`src/rtl/tpu_pkg.sv`:
```
// Shared definitions for the TPU datapath blocks.
//
// Contents:
//   TPU_NUM_COLS        default number of bias units in an output row
//   TPU_DATA_W          default signed bias width
//   bias_loader_state_t state encoding of the bias loader FSM
package tpu_pkg;

    localparam int TPU_NUM_COLS = 4;
    localparam int TPU_DATA_W   = 16;

    // IDLE  : accepting host writes, waiting for start
    // SEND  : shifting buffered biases into the cascade, last column first
    // SWITCH: single-cycle promote pulse to every bias unit
    typedef enum logic [1:0] {
        IDLE   = 2'd0,
        SEND   = 2'd1,
        SWITCH = 2'd2
    } bias_loader_state_t;

endpackage

```
`src/rtl/bias_loader.sv`:
```
// bias_loader: transmitter end of the bias load chain.
//
// The host writes one bias per column (column 0 first) into an internal
// buffer. On start with a full buffer the biases are shifted onto the
// cascade, last column first, so that after NUM_COLS load cycles unit k
// holds buffer entry k. A one-cycle switch pulse then promotes every
// unit's inactive bias to active, followed by a one-cycle done pulse.
//
// Ports:
//   clk              clock
//   rst_n            asynchronous active-low reset
//   wr_valid         host bias write valid
//   wr_ready         loader can accept a write
//   wr_data          signed bias, written in column order
//   start            single-cycle request to send the buffered biases
//   flush            discard buffer contents (idle only)
//   bias_load_out    global load strobe to all bias units
//   bias_scalar_out  value into column 0's scalar input (0 when not loading)
//   bias_switch_out  one-cycle inactive->active promote pulse
//   busy             SEND or SWITCH in progress
//   done             one-cycle pulse on the cycle after the switch pulse
//
// Build option:
//   BIAS_LOADER_RELOAD_EN  keep buffer and count after done so a later start
//                          re-sends the same biases; only flush or reset
//                          clear the count.
//
// All outputs are registered: the combinational process computes the value
// each output takes after the next edge.
module bias_loader
    import tpu_pkg::*;
#(
    parameter int NUM_COLS = TPU_NUM_COLS,
    parameter int DATA_W   = TPU_DATA_W
) (
    input  logic                     clk,
    input  logic                     rst_n,
    input  logic                     wr_valid,
    output logic                     wr_ready,
    input  logic signed [DATA_W-1:0] wr_data,
    input  logic                     start,
    input  logic                     flush,
    output logic                     bias_load_out,
    output logic signed [DATA_W-1:0] bias_scalar_out,
    output logic                     bias_switch_out,
    output logic                     busy,
    output logic                     done
);

    localparam int CNT_W = $clog2(NUM_COLS + 1);
    localparam int IDX_W = (NUM_COLS > 1) ? $clog2(NUM_COLS) : 1;
    localparam logic [CNT_W-1:0] FULL_COUNT = CNT_W'(NUM_COLS);
    localparam logic [IDX_W-1:0] LAST_IDX   = IDX_W'(NUM_COLS - 1);

    bias_loader_state_t state, state_next;
    logic [CNT_W-1:0] count, count_next;
    logic [IDX_W-1:0] idx, idx_next, idx_dec;
    logic signed [DATA_W-1:0] bias_buf [NUM_COLS];
    logic wr_en;

    logic                     wr_ready_next;
    logic                     load_next;
    logic signed [DATA_W-1:0] scalar_next;
    logic                     switch_next;
    logic                     busy_next;
    logic                     done_next;

    assign idx_dec = idx - IDX_W'(1);

    // Next-state and next-output logic. idx always names the buffer entry
    // currently on bias_scalar_out, so reaching idx==0 in SEND means the
    // last load cycle is being shown and the next cycle is the switch.
    // In IDLE, flush has priority over everything; start only launches on
    // the pre-write count, so a write that fills the buffer cannot also
    // launch it in the same cycle.
    always_comb begin
        state_next    = state;
        count_next    = count;
        idx_next      = idx;
        wr_en         = 1'b0;
        load_next     = 1'b0;
        scalar_next   = '0;
        switch_next   = 1'b0;
        busy_next     = 1'b0;
        done_next     = 1'b0;
        wr_ready_next = 1'b0;

        case (state)
            IDLE: begin
                if (flush) begin
                    count_next = '0;
                end else if (start && (count == FULL_COUNT)) begin
                    state_next  = SEND;
                    idx_next    = LAST_IDX;
                    load_next   = 1'b1;
                    scalar_next = bias_buf[LAST_IDX];
                    busy_next   = 1'b1;
                end else if (wr_valid && (count < FULL_COUNT)) begin
                    wr_en      = 1'b1;
                    count_next = count + CNT_W'(1);
                end
            end
            SEND: begin
                busy_next = 1'b1;
                if (idx == '0) begin
                    state_next  = SWITCH;
                    switch_next = 1'b1;
                end else begin
                    idx_next    = idx_dec;
                    load_next   = 1'b1;
                    scalar_next = bias_buf[idx_dec];
                end
            end
            SWITCH: begin
                state_next = IDLE;
                done_next  = 1'b1;
                idx_next   = '0;
`ifdef BIAS_LOADER_RELOAD_EN
                count_next = count;
`else
                count_next = '0;
`endif
            end
            default: begin
                state_next = IDLE;
                count_next = '0;
                idx_next   = '0;
            end
        endcase

        wr_ready_next = (state_next == IDLE) && (count_next < FULL_COUNT);
    end

    // State, counters and registered outputs.
    always_ff @(posedge clk or negedge rst_n) begin
        if (!rst_n) begin
            state           <= IDLE;
            count           <= '0;
            idx             <= '0;
            wr_ready        <= 1'b1;
            bias_load_out   <= 1'b0;
            bias_scalar_out <= '0;
            bias_switch_out <= 1'b0;
            busy            <= 1'b0;
            done            <= 1'b0;
        end else begin
            state           <= state_next;
            count           <= count_next;
            idx             <= idx_next;
            wr_ready        <= wr_ready_next;
            bias_load_out   <= load_next;
            bias_scalar_out <= scalar_next;
            bias_switch_out <= switch_next;
            busy            <= busy_next;
            done            <= done_next;
        end
    end

    // Bias storage has no reset: entries are only read after being written.
    always_ff @(posedge clk) begin
        if (wr_en) begin
            bias_buf[count[IDX_W-1:0]] <= wr_data;
        end
    end

endmodule
```
`config.mk`:
```
export PLATFORM = sky130hd
export DESIGN_NAME = bias_loader
export DESIGN_NICKNAME = d
export VERILOG_FILES = /design/src/rtl/tpu_pkg.sv /design/src/rtl/bias_loader.sv
export SDC_FILE = /design/constraint.sdc
export NUM_CORES = 1
export LEC_CHECK = 0
export ABC_AREA = 0
export CELL_PAD_IN_SITES_DETAIL_PLACEMENT = 1
export CELL_PAD_IN_SITES_GLOBAL_PLACEMENT = 2
export CORE_MARGIN = 2
export CORE_UTILIZATION = 31
export DETAILED_ROUTE_END_ITERATION = 6
export DONT_BUFFER_PORTS = 1
export PLACE_DENSITY_LB_ADDON = 0.1
export RECOVER_POWER = 50
export SETUP_SLACK_MARGIN = 0.05
export SLEW_MARGIN = 25
export SYNTH_ARGS = -nofsm -noshare
export SYNTH_HDL_FRONTEND = slang
export SYNTH_SLANG_ARGS = --single-unit
```
`constraint.sdc`:
```
create_clock -name clk -period 6.2 [get_ports clk]
set_input_delay 0.62 -clock clk [delete_from_list [all_inputs] [get_ports clk]]
set_output_delay 0.62 -clock clk [all_outputs]
set_load 0.01 [all_outputs]
```
==> results of run 1 <==
[synthesized netlist by cell type, types with 2 or more instances]
cell type / number
nor2_1: 20
buf_2: 3
a221o_1: 16
dfrtp_1: 27
nor3b_1: 2
edfxtp_1: 64
buf_6: 2
buf_4: 2
and4b_1: 2
ha_1: 5
clkbuf_1: 2
inv_1: 4
mux2i_1: 16
a21oi_1: 4
and2_1: 4
mux2_2: 16
[critical path, cell delays in order (launching register included)]
cell	delay, ps
dfrtp_1	520
nor3_1	490
nor2b_1	310
and2_1	840
[routing by layer]
| metal | up-vias | wire length (um) | global-route usage | part of all wire |
|---|---|---|---|---|
| li1 | 817 | - | - | - |
| met4 | 0 | 136 | 0.0650 | 0.018 |
| met2 | 34 | 3930 | 0.224 | 0.51 |
| met3 | 11 | 355 | 0.0408 | 0.046 |
| met5 | - | 0 | 0 | 0 |
| met1 | 950 | 3250 | 0.150 | 0.42 |
[logic make-up (layout without fill, tap and decap cells)]
| family | count (synthesis) | count (layout) | share of synthesized area |
|---|---|---|---|
| AOI/OAI and AO/OA | 28 | 28 | 0.0671 |
| xor gates and xnor gates | 1 | 1 | 0.00245 |
| adders and majority gates | 5 | 5 | 0.0175 |
| muxes | 32 | 32 | 0.0950 |
| and+or+nand+nor | 38 | 38 | 0.0594 |
| DFF | 92 | 92 | 0.732 |
| buffers and inverters | 15 | 25 | 0.0262 |
[how the worst max path moves through the flow]
stage,start,to,slack [ps]
3_5_place_dp,flush,bias_buf[1][3],3630
5_1_grt,state[1],bias_buf[1][3],3460
6_report,state[1],bias_buf[1][15],3650
4_1_cts,state[1],bias_buf[1][3],3620
3_3_place_gp,flush,bias_buf[1][4],3730
2_1_floorplan,state[1],bias_buf[3][0],4250
[where the power goes]
part	internal (mW)	switching, mW
Combinational	0.198	0.244
Clock	0.353	0.228
Sequential	0.760	0.0631
[repair_timing]
| item | in CTS | in global routing |
|---|---|---|
| endpoints found under the hold margin | 27 | 0 |
| buffers inserted | 0 | 0 |
| hold buffers | 1 | 0 |
[flip-flops by register name (all words and copies together) (netlist names), 2 cells and up]
register,flops
bias_scalar_out,16
count,3
idx,2
bias_buf,64
state,2
[final cells by class]
| type | instances | area share |
|---|---|---|
| repair buffers | 4 | 0.00652 |
| well taps | 143 | 0.0444 |
| flip-flops and latches | 92 | 0.651 |
| multi-input cells | 104 | 0.215 |
| clock buffers | 10 | 0.0568 |
| inverters | 5 | 0.00466 |
| clock inverters | 6 | 0.0217 |
[through the flow]
stage                     instance area [sq um]  hold WS [ps]  utilization
final                                      4030           122        0.354
after global routing                       4030           107        0.354
after CTS                                  4050          99.8        0.356
after detailed placement                   3710           326        0.326
after global placement                     3710           325        0.326
after floorplan                            3580           324            -
==> metrics.txt, run 1 <==
status finished with violations; failing checks capacitance limit, slew limit; DIE HEIGHT 111 um; setup ws final 3650 ps; Finished Layout Cells 364; vias in the first global route 2101; Initial Util 0.315; drt wl/cell 21.1 um; commonest non-fill, non-tap cells in the layout edfxtp_1 (64), dfrtp_1 (27), nor2_1 (20); TNS Setup 0 ps; total power 1.85 mW; Die W 111 um; CTS clk-pin slew, worst paths 60 ps; drt total wl 7670 um; Final GP Congestion 0.705; gr ovfl total 0; count of flip-flops with a built-in enable after synthesis 64; row cnt 39; Final Max Tran Viols 28; dominant cells by area after synthesis edfxtp_1 (54%), dfrtp_1 (19%), mux2_2 (5.0%); Reg-to-Reg Start state[1]; asr flop ratio synth 0.304; Placed Cells 347; CTS H-Tree Depth 3; multi-input logic area 865 sq um; Leak 1.53 nW; initial antenna violation count 0; critical path launch point type register; post-synth top area share 0.537; Worst EP required 6160 ps; # port buffers 0; reg2reg end bias_buf[1][15]; Layout area overhead 12.5%; Tot GR Track Use 0.132; post-synthesis net count 237; register bit total from synthesis a little over 90; Clock Sinks between 90 and 100; CTS tree yes; Power Density 458 mW/mm^2; DRC 0; synth warn 0; largest area contributor in the netlist edfxtp_1; Resized Gates After CTS 0; TritonCTS buffer count 9; most common cell after layout, fill and taps aside edfxtp_1; count of final hold-check violations 0; first-pass GRT wire length 12100 um; worst hold path type in -> async; fin crit share 0.411; RSZ-0062 raised after global routing no; Vias between 1.5k and 2k; Crit Path Category reg -> reg; hpwl dp about 4500 um; crit path capture type register; die area 0.0124 sq mm; Final ANT Viol Nets 0; IO Count 42; Top FF cell, synth edfxtp_1; post-synth cell types 38; critical path fanouts, max 16; maximum buffer depth of the clock tree 2; VDD IR max approximately 0.21 mV; Setup Skew 5.18 ps; r2r setup slk 3650 ps; Max Cap Viol 1; Fillers 1144; Slew @ Worst Pin 1720 ps; nets@finish approximately 240; Worst-Skew Late Latency approximately 340 ps; dpl ws 3630 ps; FF+latch area 0.00262 sq mm; DRT iter0 DRCs 88; Pre-Repair DR Iteration Count 4; via/cell ratio 4.98; Synth Cell Area 0.00358 sq mm; Max Fclk 392 MHz; Worst Reg-to-Reg Cells 3; Setup violations, final 0; post-synthesis instance total 211; CTS root buf clkbuf_16; largest net degree at the start of global routing 34; Tmin final 2550 ps; average cell area after synthesis around 17 sq um; share of layout cells above drive strength 1 0.172; core area 0.0114 sq mm; diodes inserted 0; sequential area share after synthesis 0.732; CP Data Arrival Time 2510 ps; Rel. slew slack -0.145
Power figures use the tool's default switching activity.
==> run 2: changes to the inputs <==
--- a/config.mk
+++ b/config.mk
@@ -5,7 +5,7 @@
 export SDC_FILE = /design/constraint.sdc
 export NUM_CORES = 1
 export LEC_CHECK = 0
-export ABC_AREA = 0
+export ABC_AREA = 1
 export CELL_PAD_IN_SITES_DETAIL_PLACEMENT = 1
 export CELL_PAD_IN_SITES_GLOBAL_PLACEMENT = 2
 export CORE_MARGIN = 2
==> constraint.sdc (replaced) <==
create_clock -name clk -period 2.66 [get_ports clk]
set_input_delay 0.266 -clock clk [delete_from_list [all_inputs] [get_ports clk]]
set_output_delay 0.266 -clock clk [all_outputs]
set_load 0.01 [all_outputs]
==> run 2 against run 1 <==
Against the previous run:
- via count rose by 43%
- clock skew down 1.5 ps
- largest power group unchanged
- the flow now finishes without violations
- worst setup slack lost 2800 ps
- synthesized area is 9.4% higher
- critical path depth up 3
- synthesized cell count rose by 84%
- register-to-register slack got worse by 2800 ps
==> metrics.txt, run 2 <==
status finished, final reports clean; Tmin final 1790 ps (-759 ps); Tot GR Track Use 0.156 (+0.0243); count of final hold-check violations 0 (unchanged); register bit total from synthesis 92 (unchanged); Placed Cells 557 (+61%); DIE HEIGHT 116 um (+4.4%); Die W 116 um (+4.4%); post-synthesis instance total 389 (+84%); dominant cells by area after synthesis edfxtp_1 (49%), dfrtp_1 (17%), nand2_1 (14%); DRT iter0 DRCs 90 (+2.3%); Clock Sinks 92 (unchanged); Crit Path Category reg -> reg; commonest non-fill, non-tap cells in the layout nand2_1 (143), inv_1 (79), edfxtp_1 (64), nand3_1 (36), dfrtp_1 (27); maximum buffer depth of the clock tree 2 (unchanged); GR Layer Usage met1 0.202 (+0.0520); # port buffers 0 (unchanged); IO Count 42 (unchanged); CTS tree yes; placed instance area 0.00412 sq mm (+11%); average cell area after synthesis 10.1 sq um (-41%); TNS Setup 0 ps (unchanged); CTS clk-pin slew, worst paths 60 ps (about the same); DRC 0 (unchanged); count leader, synth nand2_1; synth warn 0 (unchanged); Vias 2588 (+43%); RSZ-0062 raised after global routing no; fin crit share 0.673 (+0.262); post-synthesis net count 415 (+75%); Pre-Repair DR Iteration Count 4 (unchanged); drt wl/cell 15.6 um (-26%); die area 0.0136 sq mm (+9.0%); post-synth top area share 0.490 (-0.0461); share of layout cells above drive strength 1 0.0749 (-0.0970); worst hold path type in -> reg; Final Max Tran Viols 0 (-100%); met2 GRT Util 0.249 (+0.0244); Rel. slew slack 0.558 (+0.703); asr flop ratio synth 0.304 (unchanged); Setup violations, final 0 (unchanged); Setup Skew 3.64 ps (-1.53 ps); first-pass GRT wire length 15200 um (+25%); Max Cap Viol 0 (-1); Worst EP required 2700 ps (-3460 ps); Max Fclk 559 MHz (+42%); critical path launch point type register; diodes inserted 0 (unchanged); Layout area overhead 20.7%; CTS H-Tree Depth 3 (unchanged); Post-Route Utilization 0.379 (+0.0250); post-route cell area 0.00473 sq mm (+17%); row cnt 41 (+5.1%); grt met3 use 0.0343 (-0.00658); max reg flops 64 (unchanged); most common library cells after synthesis nand2_1 (143), inv_1 (79), edfxtp_1 (64), nand3_1 (36), dfrtp_1 (27); nets@finish 448 (+85%); most common cell after layout, fill and taps aside nand2_1; Leak 2.23 nW (+46%); CP Data Arrival Time 1830 ps (-680 ps); Power Density 778 mW/mm^2 (+70%); count of flip-flops with a built-in enable after synthesis 64 (unchanged); critical path fanouts, max 9 (-7); hpwl dp 5580 um (+23%); vias in the first global route 2660 (+27%); Final GP Congestion 0.688 (-2.3%); total power 3.68 mW (+99%); sequential area share after synthesis 0.670 (-0.0629); largest area contributor in the netlist edfxtp_1; # hold bufs at CTS 15 (+14); Finished Layout Cells 599 (+65%); TritonCTS buffer count 9 (unchanged); Worst-Skew Late Latency 340 ps (about the same); Initial Util 0.314 (-0.000702); GRT busiest layer met2; setup bufs post-CTS 0 (unchanged); largest net degree at the start of global routing 35 (+2.9%); drt total wl 9350 um (+22%); post-synth cell types 20 (-47%); Synth Cell Area 0.00392 sq mm (+9.4%); initial antenna violation count 0 (unchanged); VDD IR max 0.312 mV (+50%); Final ANT Viol Nets 0 (unchanged); CTS root buf clkbuf_16; Fillers 1410 (+23%); Resized Gates After CTS 0 (unchanged); core area 0.0125 sq mm (+9.6%); Top FF cell, synth edfxtp_1; via/cell ratio 4.32 (-13%); crit path capture type register; Slew @ Worst Pin 662 ps (-1050 ps); gr ovfl total 0 (unchanged)
## run 2: cell count changes after synthesis, sizes merged, moves of 4 or more
cell,previous run,this run
nor2,20,11
nand2,1,145
and2,4,0
mux2i,16,0
inv,5,80
a221o,16,0
buf,8,12
mux2,16,0
nand3,0,36
## run 2: cell type report
class | instances | area (sq um) | share of cell area
timing repair buffer | 34 | 330 | 0.0699
tap | 172 | 215 | 0.0455
sequential | 92 | 2620 | 0.555
clock buffer | 9 | 225 | 0.0476
inverter | 80 | 300 | 0.0635
clock inverter | 7 | 115 | 0.0243
multi-input combinational | 205 | 918 | 0.194
## run 2: path summary, 6_finish.rpt
check	cells after the start	slack, ps	to	start
worst min register to register	2	480	bias_scalar_out[1]	bias_buf[3][1]
worst min-delay path	3	130	wr_ready	wr_valid
worst max-delay path	6	870	bias_buf[2][13]	state[0]
max in group asynchronous	2	2030	wr_ready	rst_n
worst max register to register	6	870	bias_buf[2][13]	state[0]
min in group asynchronous	2	380	bias_scalar_out[15]	rst_n
## run 2: worst max-delay path, cell delays in order, from the launching register on
cell and delay [ps]:
dfrtp_1 480, nor2_4 180, nand2_4 100, nor2_1 180, inv_1 110, nor2_1 190
buf_4 250
## run 2: where the power goes
part           switching [mW]  internal [mW]  leakage (nW)
Clock                   0.550          0.915         0.161
Sequential             0.0154           1.58         0.967
Combinational           0.425          0.198          1.10
Total                   0.990           2.69          2.23
## run 2: logic make-up after synthesis
kind of cell | count (synthesis) | synth area share
simple gates | 194 | 0.210
fa+ha+maj | 5 | 0.0160
compound gates | 6 | 0.00798
flops | 92 | 0.670
buf+inv | 92 | 0.0961
## run 2: metrics by stage
stage	hold slack, ps	worst slack, ps
floorplan	-29.6	632
finish	130	871
detailed placement	-28.8	862
CTS	0.144	828
global placement	-28.8	898
global route	164	725
## run 2: per-layer routing
layer  vias to the layer above  share of wire
li1                       1269              -
met1                      1277           0.46
met3                        12          0.032
met2                        30           0.49
met5                         -              0
met4                         0          0.020
==> run 3: changes to the inputs <==
==> constraint.sdc (replaced) <==
create_clock -name clk -period 1.8 [get_ports clk]
set_input_delay 0.18 -clock clk [delete_from_list [all_inputs] [get_ports clk]]
set_output_delay 0.18 -clock clk [all_outputs]
set_load 0.01 [all_outputs]
==> run 3 against run 2 <==
Against the previous run:
- utilization down 0.67 points
- fmax up 12%
- critical path depth unchanged
- clock-buffer cell count up 2
- worst setup slack worse by 670 ps
- total power up 40%
- critical path type unchanged
- highest routed layer unchanged
==> metrics.txt, run 3 (synthesis gave the netlist of run 2 again) <==
status finished, final reports clean; dpl ws 40.6 ps (-822 ps); Tot GR Track Use 0.152 (-0.00422); initial antenna violation count 0 (unchanged); Worst path slowest cell dfrtp_1; max reg flops 64 (unchanged); hpwl dp 5820 um (+4.2%); Setup violations, final 0 (unchanged); Vias 2511 (-3.0%); Worst path max stage delay 430 ps (-50 ps); CTS clk-pin slew, worst paths 70 ps (about the same); Worst EP required 1850 ps (-850 ps); TNS Setup 0 ps (unchanged); DRT iter0 DRCs 44 (-51%); Final ANT Viol Nets 0 (unchanged); multi-input logic area 931 sq um (+1.4%); IO Count 42 (unchanged); setup ws final 199 ps (-672 ps); Power Density 1110 mW/mm^2 (+43%); commonest non-fill, non-tap cells in the layout nand2_1 (143), inv_1 (78), edfxtp_1 (64), nand3_1 (36), dfrtp_1 (27); total power 5.17 mW (+40%); CP most frequent cell nor2_2; largest net degree at the start of global routing 35 (unchanged); Max Fclk 624 MHz (+12%); CTS root buf clkbuf_16; crit path capture type register; Final Max Tran Viols 0 (unchanged); VDD IR max 0.500 mV (+60%); Die W 116 um (unchanged); FF+latch area 0.00262 sq mm (unchanged); diodes inserted 0 (unchanged); Setup Skew 7.34 ps (+3.69 ps); # port buffers 0 (unchanged); drt total wl 9020 um (-3.6%); drt wl/cell 15.1 um (-3.1%); share of layout cells above drive strength 1 0.0967 (+0.0218); Max Cap Viol 0 (unchanged); Crit Path Category reg -> reg; RSZ-0062 raised after global routing no; fin crit share 0.890 (+0.217); Rel. slew slack 0.488 (-0.0702); CP Data Arrival Time 1650 ps (-180 ps); Layout area overhead 18.5%; critical path fanouts, max 6 (-3); DIE HEIGHT 116 um (unchanged); via/cell ratio 4.21 (-2.5%); worst hold path type in -> reg; vias in the first global route 2761 (+3.8%); die area 0.0136 sq mm (unchanged); critical path launch point type register; hold slack 62.7 ps (-67.1 ps); nets@finish 445 (-0.67%); first-pass GRT wire length 14800 um (-2.3%); crit-path cells nor2_4, nand2_4, nor2_2, inv_2, nor2_2, buf_4; count of final hold-check violations 0 (unchanged); Initial Util 0.314 (unchanged); Pre-Repair DR Iteration Count 4 (unchanged); CTS H-Tree Depth 3 (unchanged); core area 0.0125 sq mm (unchanged); Tmin final 1600 ps (-188 ps); CTS tree yes; row cnt 41 (unchanged); Leak 2.19 nW (-1.5%); maximum buffer depth of the clock tree 2 (unchanged); Slew @ Worst Pin 768 ps (+106 ps); TritonCTS buffer count 9 (unchanged); Worst-Skew Late Latency 340 ps (about the same); gr ovfl total 0 (unchanged); Fillers 1406 (-0.28%); Final GP Congestion 0.697 (+1.2%); Clock Sinks 92 (unchanged); most common cell after layout, fill and taps aside nand2_1; DRC 0 (unchanged)
run 3: changes by cell type in the layout (fill, tap and decap cells not counted), sizes merged:
cell and change:
clkbuf +3, buf +4, clkinvlp -1, clkinv +1, bufinv -2, dlygate4sd3 -8
run 3: per-layer routing:
layer | wire, um | vias to the layer above | track usage
li1 | - | 1260 | -
met1 | 4280 | 1199 | 0.200
met2 | 4290 | 36 | 0.240
met3 | 273 | 16 | 0.0363
met4 | 174 | 0 | 0.0635
met5 | 0 | - | 0
run 3: timing repair:
| item | CTS | global route |
|---|---|---|
| hold endpoints to repair | 92 | 0 |
| pin swaps | 0 | 0 |
| hold buffers | 18 | 0 |
| setup buffers | 0 | 0 |
| setup endpoints to repair | 10 | 64 |
| resized for setup | 1 | 2 |
run 3: worst paths after layout:
path | start | end | slack, ps | cells past startpoint
worst max-delay path | state[1] | bias_buf[3][4] | 200 | 6
worst min-delay path | wr_valid | wr_ready | 60 | 3
worst max register to register | state[1] | bias_buf[3][4] | 200 | 6
worst min register to register | bias_buf[3][1] | bias_scalar_out[1] | 480 | 2
max in group asynchronous | rst_n | bias_scalar_out[4] | 840 | 2
min in group asynchronous | rst_n | bias_scalar_out[14] | 470 | 2
run 3: metrics by stage:
step	area (sq um)	utilization	cells
after floorplan	3930	-	389
after global placement	4180	0.335	562
after CTS	4660	0.374	596
after detailed placement	4180	0.335	562
final	4640	0.373	596
after global routing	4640	0.373	596
run 3: cell type report:
type,count,share of cell area
sequential,92,0.565
multi-input combinational,205,0.200
inverter,80,0.0647
tap,172,0.0463
timing repair buffer,31,0.0622
clock buffer,11,0.0501
clock inverter,5,0.0113
run 3: where the power goes:
| group | internal (mW) | switching, mW | leakage, nW |
|---|---|---|---|
| clock network | 1.07 | 0.779 | 0.139 |
| registers | 2.33 | 0.0224 | 0.967 |
| logic | 0.318 | 0.651 | 1.09 |
| total | 3.72 | 1.45 | 2.19 |
run 3: critical path, delay by kind of cell, from the launching register on:
kind                   cells  cell delay (ps)
buffers and inverters      2              290
AND/OR/NAND/NOR            4              580
flip-flops                 1              430
